$ cat src/rtl/spi_file_loader.sv
// SPI file-download receiver: oversampled SPI, byte packing into DATA_W words, write FIFO, wr/ack memory port.
// Optional zero-fill of the rest of the load region: define SPI_FILE_LOADER_FILL_EN.
module spi_file_loader #(
  parameter int                ADDR_W     = 25,
  parameter int                DATA_W     = 8,
  parameter int                IDX_W      = 5,
  parameter logic [ADDR_W-1:0] BASE_ADDR  = 25'h010000,
  parameter logic [ADDR_W-1:0] IDX_STRIDE = 25'h100000,
  parameter int                FIFO_DEPTH = 8,
  parameter logic [ADDR_W-1:0] FILL_MASK  = 25'h0FFFFF
) (
  input  logic                clk,
  input  logic                reset_n,
  input  logic                spi_sck,
  input  logic                spi_ss,
  input  logic                spi_sdi,
  output logic                downloading,
  output logic [IDX_W-1:0]    index,
  output logic                overflow,
  output logic                wr,
  input  logic                ack,
  output logic [ADDR_W-1:0]   addr,
  output logic [DATA_W-1:0]   dout,
  output logic [DATA_W/8-1:0] be
);

  localparam int BYTES  = DATA_W / 8;
  localparam int LANE_W = $clog2(BYTES) + 1;
  localparam int PTR_W  = $clog2(FIFO_DEPTH);
  localparam logic [ADDR_W-1:0] STEP  = ADDR_W'(BYTES);
  localparam logic [ADDR_W-1:0] ALIGN = ADDR_W'(BYTES - 1);

  localparam logic [7:0] CMD_INDEX = 8'h55;
  localparam logic [7:0] CMD_TX    = 8'h53;
  localparam logic [7:0] CMD_DATA  = 8'h54;

  generate
    if (!(DATA_W == 8 || DATA_W == 16 || DATA_W == 32)) begin : g_bad_data_w
      $error("DATA_W must be 8, 16 or 32");
    end
    if (FIFO_DEPTH < 2 || (FIFO_DEPTH & (FIFO_DEPTH - 1)) != 0) begin : g_bad_depth
      $error("FIFO_DEPTH must be a power of 2, at least 2");
    end
    if (IDX_W < 1 || IDX_W > 8) begin : g_bad_idx_w
      $error("IDX_W must be 1..8");
    end
    if (FILL_MASK == '0) begin : g_bad_fill_mask
      $error("FILL_MASK of zero leaves no region to fill");
    end
  endgenerate

  typedef enum logic [1:0] {
    S_IDLE  = 2'd0,
    S_RECV  = 2'd1,
    S_DRAIN = 2'd2
`ifdef SPI_FILE_LOADER_FILL_EN
    , S_FILL = 2'd3
`endif
  } state_t;

  // ---------------- SPI front end ----------------
  logic [1:0] sck_sync_reg, ss_sync_reg, sdi_sync_reg;
  logic       sck_prev_reg;
  logic [2:0] bit_cnt_reg;
  logic [6:0] shift_reg;
  logic       first_reg;
  logic [7:0] cmd_reg;
  logic       data_valid_reg;
  logic [7:0] data_byte_reg;

  logic sck_s, ss_s, sdi_s, sck_rise;
  assign sck_s    = sck_sync_reg[1];
  assign ss_s     = ss_sync_reg[1];
  assign sdi_s    = sdi_sync_reg[1];
  assign sck_rise = sck_s & ~sck_prev_reg;

  always_ff @(posedge clk or negedge reset_n) begin
    if (!reset_n) begin
      sck_sync_reg   <= '0;
      ss_sync_reg    <= 2'b11;
      sdi_sync_reg   <= '0;
      sck_prev_reg   <= 1'b0;
      bit_cnt_reg    <= '0;
      shift_reg      <= '0;
      first_reg      <= 1'b1;
      cmd_reg        <= '0;
      data_valid_reg <= 1'b0;
      data_byte_reg  <= '0;
    end else begin
      sck_sync_reg   <= {sck_sync_reg[0], spi_sck};
      ss_sync_reg    <= {ss_sync_reg[0], spi_ss};
      sdi_sync_reg   <= {sdi_sync_reg[0], spi_sdi};
      sck_prev_reg   <= sck_s;
      data_valid_reg <= 1'b0;
      if (ss_s) begin
        // Deselect drops only the framing; command and download state persist.
        bit_cnt_reg <= '0;
        shift_reg   <= '0;
        first_reg   <= 1'b1;
      end else if (sck_rise) begin
        bit_cnt_reg <= bit_cnt_reg + 3'd1;
        shift_reg   <= {shift_reg[5:0], sdi_s};
        if (bit_cnt_reg == 3'd7) begin
          shift_reg <= '0;
          first_reg <= 1'b0;
          if (first_reg) begin
            cmd_reg <= {shift_reg, sdi_s};
          end else begin
            data_valid_reg <= 1'b1;
            data_byte_reg  <= {shift_reg, sdi_s};
          end
        end
      end
    end
  end

  // ---------------- Command / packing state machine ----------------
  state_t              state_reg, state_next;
  logic [ADDR_W-1:0]   ptr_reg, ptr_next;
  logic [LANE_W-1:0]   lane_reg, lane_next;
  logic [DATA_W-1:0]   word_reg, word_next;
  logic [BYTES-1:0]    be_acc_reg, be_next;
  logic                overflow_reg, overflow_next;
  logic [IDX_W-1:0]    index_reg, index_next;

  logic                push_req, push_ok, start_evt;
  logic [ADDR_W-1:0]   push_addr;
  logic [DATA_W-1:0]   push_data;
  logic [BYTES-1:0]    push_be;

  logic [PTR_W-1:0]    wr_idx_reg, rd_idx_reg;
  logic [PTR_W:0]      count_reg;
  logic                fifo_full, fifo_empty, pop;
  logic [ADDR_W-1:0]   start_addr;

  assign fifo_full  = (count_reg == (PTR_W + 1)'(FIFO_DEPTH));
  assign fifo_empty = (count_reg == '0);
  assign pop        = !fifo_empty && ack;
  assign start_addr = (BASE_ADDR + ADDR_W'(index_reg) * IDX_STRIDE) & ~ALIGN;

  always_comb begin
    state_next    = state_reg;
    ptr_next      = ptr_reg;
    lane_next     = lane_reg;
    word_next     = word_reg;
    be_next       = be_acc_reg;
    overflow_next = overflow_reg;
    index_next    = index_reg;
    push_req      = 1'b0;
    push_addr     = ptr_reg;
    push_data     = word_reg;
    push_be       = be_acc_reg;
    start_evt     = 1'b0;

    if (data_valid_reg) begin
      case (cmd_reg)
        CMD_INDEX: index_next = data_byte_reg[IDX_W-1:0];
        CMD_TX: begin
          // Both START and END close any partially filled word first.
          if (lane_reg != '0) begin
            push_req = 1'b1;
            ptr_next = ptr_reg + STEP;
          end
          lane_next = '0;
          word_next = '0;
          be_next   = '0;
          if (data_byte_reg[0]) begin
            ptr_next   = start_addr;
            start_evt  = 1'b1;
            state_next = S_RECV;
          end else begin
`ifdef SPI_FILE_LOADER_FILL_EN
            state_next = (index_reg == '0) ? S_FILL : S_DRAIN;
`else
            state_next = S_DRAIN;
`endif
          end
        end
        CMD_DATA: begin
          if (state_reg == S_RECV) begin
            for (int i = 0; i < BYTES; i++) begin
              if (lane_reg == LANE_W'(i)) begin
                word_next[8*i +: 8] = data_byte_reg;
                be_next[i]          = 1'b1;
              end
            end
            lane_next = lane_reg + LANE_W'(1);
            if (lane_next == LANE_W'(BYTES)) begin
              push_req  = 1'b1;
              push_data = word_next;
              push_be   = '1;
              ptr_next  = ptr_reg + STEP;
              lane_next = '0;
              word_next = '0;
              be_next   = '0;
            end
          end
        end
        default: ;
      endcase
    end else begin
      case (state_reg)
        S_DRAIN: if (fifo_empty) state_next = S_IDLE;
`ifdef SPI_FILE_LOADER_FILL_EN
        S_FILL: begin
          // Fill waits for FIFO space instead of dropping words.
          if ((ptr_reg & FILL_MASK) == '0) begin
            state_next = S_DRAIN;
          end else if (!fifo_full) begin
            push_req  = 1'b1;
            push_data = '0;
            push_be   = '1;
            ptr_next  = ptr_reg + STEP;
          end
        end
`endif
        default: ;
      endcase
    end

    // A pop in the same cycle frees the slot, so a full FIFO only drops without one.
    push_ok = push_req && (!fifo_full || pop);
    if (push_req && !push_ok) overflow_next = 1'b1;
    if (start_evt) overflow_next = 1'b0;
  end

  always_ff @(posedge clk or negedge reset_n) begin
    if (!reset_n) begin
      state_reg    <= S_IDLE;
      ptr_reg      <= '0;
      lane_reg     <= '0;
      word_reg     <= '0;
      be_acc_reg   <= '0;
      overflow_reg <= 1'b0;
      index_reg    <= '0;
    end else begin
      state_reg    <= state_next;
      ptr_reg      <= ptr_next;
      lane_reg     <= lane_next;
      word_reg     <= word_next;
      be_acc_reg   <= be_next;
      overflow_reg <= overflow_next;
      index_reg    <= index_next;
    end
  end

  // ---------------- Write FIFO ----------------
  logic [ADDR_W-1:0] mem_addr [FIFO_DEPTH];
  logic [DATA_W-1:0] mem_data [FIFO_DEPTH];
  logic [BYTES-1:0]  mem_be   [FIFO_DEPTH];

  always_ff @(posedge clk) begin
    if (push_ok) begin
      mem_addr[wr_idx_reg] <= push_addr;
      mem_data[wr_idx_reg] <= push_data;
      mem_be[wr_idx_reg]   <= push_be;
    end
  end

  always_ff @(posedge clk or negedge reset_n) begin
    if (!reset_n) begin
      wr_idx_reg <= '0;
      rd_idx_reg <= '0;
      count_reg  <= '0;
    end else begin
      if (push_ok) wr_idx_reg <= wr_idx_reg + PTR_W'(1);
      if (pop)     rd_idx_reg <= rd_idx_reg + PTR_W'(1);
      count_reg <= count_reg + (PTR_W + 1)'(push_ok) - (PTR_W + 1)'(pop);
    end
  end

  // Head is read combinationally so wr rises the cycle after a push; zeroed when empty.
  assign wr          = !fifo_empty;
  assign addr        = fifo_empty ? '0 : mem_addr[rd_idx_reg];
  assign dout        = fifo_empty ? '0 : mem_data[rd_idx_reg];
  assign be          = fifo_empty ? '0 : mem_be[rd_idx_reg];
  assign downloading = (state_reg != S_IDLE);
  assign index       = index_reg;
  assign overflow    = overflow_reg;

endmodule

$ cat config.mk
export PLATFORM = sky130hd
export DESIGN_NAME = spi_file_loader
export DESIGN_NICKNAME = d
export VERILOG_FILES = /design/src/rtl/spi_file_loader.sv
export SDC_FILE = /design/constraint.sdc
export NUM_CORES = 1
export LEC_CHECK = 0
export CAP_MARGIN = 20
export CORE_ASPECT_RATIO = 1.2
export CORE_MARGIN = 8
export CORE_UTILIZATION = 40
export DETAILED_ROUTE_END_ITERATION = 10
export REMOVE_ABC_BUFFERS = 1
export SLEW_MARGIN = 20
export SYNTH_ARGS = -nofsm -noshare
export SYNTH_HDL_FRONTEND = slang
export SYNTH_SLANG_ARGS = --single-unit
$ cat constraint.sdc
create_clock -name clk -period 11.5 [get_ports clk]
set_input_delay 1.725 -clock clk [delete_from_list [all_inputs] [get_ports clk]]
set_output_delay 1.725 -clock clk [all_outputs]
set_load 0.01 [all_outputs]
# After elaboration in Yosys (flattened, before gate mapping)
# Memories as Yosys holds them, arrays and structs flattened.
# Cells that the tools add are included.
# totals
register_bits	88
mem_bits_rw	272
inputBits	6
output_inout_bits	42
elab_cells	125
mem_count	3
# mem_list
name	words	word_bits	rd	rd_clocked_by_memory_dff	write_ports	line_no	text
mem_addr	8	25	1	0	1	248	logic [ADDR_W-1:0] mem_addr [FIFO_DEPTH];
mem_data	8	8	1	0	1	249	logic [DATA_W-1:0] mem_data [FIFO_DEPTH];
mem_be	8	1	1	0	1	250	logic [BYTES-1:0] mem_be [FIFO_DEPTH];
# classes
add_sub_neg	8
n_eq_ne	12
mux	55
bitwise	4
reduce_logical	23
# ops
cell	n
2-to-1 mux 25 bit	5
2-to-1 mux 8 bit	8
one-hot mux 25 bit (2 select lines)	1
2-to-1 mux 1 bit	27
adder 17 x 25 -> 25 bit, first input constant	1
adder 25 x 1 -> 25 bit, second input constant	1
equality test 8 x 7 -> 1 bit, second input constant	3
2-to-1 mux 7 bit	3
one-hot mux 8 bit (2 select lines)	1
nonzero test 2 bit	7
AND reduction 4 bit	3
2-to-1 mux 2 bit	5
adder 3 x 1 -> 3 bit, second input constant	3
2-to-1 mux 3 bit	2
inequality test 3 bit, second input constant	2
one-hot mux 1 bit (2 select lines)	3
AND reduction 3 bit	2
AND reduction 5 bit	1
adder 4 x 1 -> 4 bit	1
equality test 4 bit, second input constant	1
zero test 4 bit	1
inequality test 2 bit, second input constant	2
AND reduction 2 bit	2
subtractor 4 x 1 -> 4 bit	1
other kinds (10)	16

# Longest topological paths before layout
# depth
word_depth	10
ltp_mapped	13
depth_no_buf	12

# Least setup slack after synthesis
# Ideal clock, no wire load.
# synth_timing
kind	input to register
start	input port ack
end	memory mem_addr[0][0], enable pin
setup_time_ns	0.467
arrival_time_ns	4.675
required_ns	11.033
setup_slack_ns	6.358
stages	5
n_path_buf	0
path_cell_list	nand2b_1 and3_1 nor3_4 nand2b_1 nor3_1
# synth_via
elab_chain_len	5
# synth_lines
element	line_no	text
start: declaration	21	input logic ack,
logical AND 1 bit	138	assign pop = !fifo_empty && ack;
logical OR 1 bit	222	push_ok = push_req && (!fifo_full || pop);
logical AND 1 bit	222	
named net push_ok	126	logic push_req, push_ok, start_evt;
2-to-1 mux 1 bit	253	if (push_ok) begin
2-to-1 mux 1 bit (not written as such)	254	mem_addr[wr_idx_reg] <= push_addr;
end: declaration	248	
# The timed path passes the listed nets, and every way through them passes these cells.

# Final worst setup path
# layout_timing
start	register rd_idx_reg[0]
end	output port dout[0]
# layout_via
elab_chain_len	2
# layout_lines
element	line_no	text
start: declaration	131	logic [PTR_W-1:0] wr_idx_reg, rd_idx_reg;
start signal: assignment	267	if (pop) rd_idx_reg <= rd_idx_reg + PTR_W'(1);
memory read (8 x 8 bit)	--	
2-to-1 mux 8 bit	275	assign dout = fifo_empty ? '0 : mem_data[rd_idx_reg];
end: declaration	23	output logic [DATA_W-1:0] dout,
# Every way passes these cells.

==> results.cfg <==
[outcome]
status = finished clean

[worst_setup_path]
worst_setup_path_end_kind = primary output
required_ns = 9.78
crit_path_max_fanout = 38
path_class = reg -> out
cp-start-kind = register
worst-endpoint-arrival_ns = 3.59

[place]
gp_congestion = 0.757
hpwl_um = 16200
io_buffers = 47

[sta]
setup_violations = 0
fmax_ghz = 0.188
whs_ns = 0.350
hold_viol = 0
skew_ns = 0.0210
rsz0062_at_grt = false
min_period_over_period_pct = 46.2
setup_tns_ns = 0
maxSlewViolCount = 0
worst_slew_pin_slew_ns = 0.879
period_needed_ns = 5.32
slew_headroom_pct = 41.4

[clock_network]
clk_pin_slew_ns = 0.06
cts_buffer_depth = 3
ctsHtreeMaxLevel = 2
holdBufCountCts = 0
cts-root-buf = clkbuf_16
clk_latency_ns = 0.51
clock-sinks = 350
numCtsBuffers = 35
cts_resized = 0
post_cts_buffers = 0
cts_tree = done

[power]
peakVddDrop_v = 0.000138
power.density_nw_per_um2 = 210
p_leak_nw = 5.65

[synth]
syn-cell-area_um2 = 14000
synth-simple-area-share_pct = 6.84
yosysUniqueCellTypes = 55
synth_adder_area_share_pct = 1.12
yosysWarnings = 0
async_flop_share_pct = 22.3
synth-compound-area-share_pct = 2.39
syn_inst = 784
synthFlopType = edfxtp_1
synth_top_family_by_area = multiplexers
synth_mux_area_share_pct = 15.0
syn_area_per_cell_um2 = 17.9
yosys.area_share.xor_xnor_pct = 1.12
yosysSeqAreaShare_pct = 72.2
synth-edff-count = 272
ys_ff_latch = 350

[global_route]
grtUsageTotal_pct = 13.8
grt_max_degree = 79
grt-ovfl-total = 0
grt_pass1_wl_um = 44700
antenna_found_initial = 0
grt_pass1_vias = 7527

[finish]
seq_area_um2 = 10100
diodes = 0
multi_input_area_um2 = 3780
fin_nets = 865
syn2layout_area_growth_pct = 15.7
largest_reg_flops = 200
layout-drive-gt1-share_pct = 20.5
fillers = 2905

[route]
wire_per_inst_um = 21.2
drtIter0Drc = 516
finalWirelength_um = 28300
routed_via_density = 5.29
dr.pass1.iters = 5
drtAntennaViolNets = 0
drc_errors = 0
vias = 7061

[floorplanning]
design.core.area_um2 = 34800
start_util_pct = 40.3
ioPinCount = 48
die_area_um2 = 41300
die_h_um = 221
dieWidth_um = 187
std_cell_rows = 75

[min_path]
hold_path_class = reg -> reg

[job]
cap_violations = 0
## critical path, stage by stage, from the launching register on
cell and delay (ns):
dfrtp_4 0.88, buf_4 0.73, mux4_2 0.59, mux2i_1 0.28, nor2_1 0.07, clkdlybuf4s50_1 0.51
## placed cells by master (no fill, tap or decap), types with 15 or more instances in the layout
cell             count
a21oi_1             20
clkbuf_16           35
clkdlybuf4s50_1     46
dfrtp_1             72
edfxtp_1           272
mux2_2              20
mux2i_1             34
mux4_2              68
nand2_1             29
nand4_1             15
nor2_1              60
## synth_stat cells, types with 9 or more instances
library cell | instances | area, µm²
mux4_2 | 68 | 1530
xnor2_1 | 11 | 96.3
inv_1 | 12 | 45.0
clkbuf_1 | 16 | 60.1
o21ai_0 | 11 | 55.1
and2_1 | 9 | 56.3
mux2_2 | 20 | 225
ha_1 | 11 | 138
nand3_1 | 12 | 60.1
mux2i_1 | 34 | 340
nand2_1 | 29 | 109
a21oi_1 | 20 | 100
nor2_1 | 68 | 255
nand4_1 | 15 | 93.8
edfxtp_1 | 272 | 8170
buf_2 | 11 | 55.1
dfrtp_1 | 75 | 1880
## final timing paths
check / startpoint / end / slack [ns] / cells after the start
setup reg to reg: cmd_reg[3] / mem_addr[7][9] / 8.03 / 6
max in group asynchronous: reset_n / rd_idx_reg[2] / 9.66 / 1
hold / removal: sck_sync_reg[0] / sck_sync_reg[1] / 0.35 / 0
setup / recovery: rd_idx_reg[0] / dout[0] / 6.18 / 5
hold reg to reg: sck_sync_reg[0] / sck_sync_reg[1] / 0.35 / 0
min in group asynchronous: reset_n / data_byte_reg[7] / 1.25 / 1
## cells by family after synthesis
family          count (synthesis)
mux                           123
compound gates                 52
fa+ha+maj                      12
xor+xnor                       18
flops                         350
simple gates                  184
buf+inv                        45
## area by class of cell
type | count | area share, %
inverter | 12 | 0.277
multi-input combinational | 389 | 23.3
clock inverter | 15 | 1.12
tap | 462 | 3.56
timing repair buffer | 59 | 3.46
clock buffer | 47 | 5.92
sequential | 350 | 62.4
## metal layers
layer	track usage, %	up-vias	part of all wire [%]
li1	-	3192	-
met1	18.4	3670	45
met2	23.1	156	50
met3	2.27	43	4.0
met4	3.87	0	1.8
met5	0	-	0
## through the flow
stage	total power, mW	utilization (%)	instance area (µm²)	instances	setup slack (ns)
after global routing	3.57	46.6	16200	1334	5.89
final	3.41	46.6	16200	1334	6.18
after global placement	2.34	43.3	15100	1272	6.56
after detailed placement	2.34	43.3	15100	1272	6.56
after CTS	3.47	46.6	16200	1334	6.01
after floorplan	2.02	-	13900	751	6.14
## power breakdown
| group | switching [mW] | total (mW) | internal [mW] |
|---|---|---|---|
| Clock | 0.453 | 1.13 | 0.678 |
| Combinational | 0.349 | 0.846 | 0.496 |
| Sequential | 0.0681 | 1.43 | 1.37 |
No activity file was read; power rests on OpenSTA's default activity.
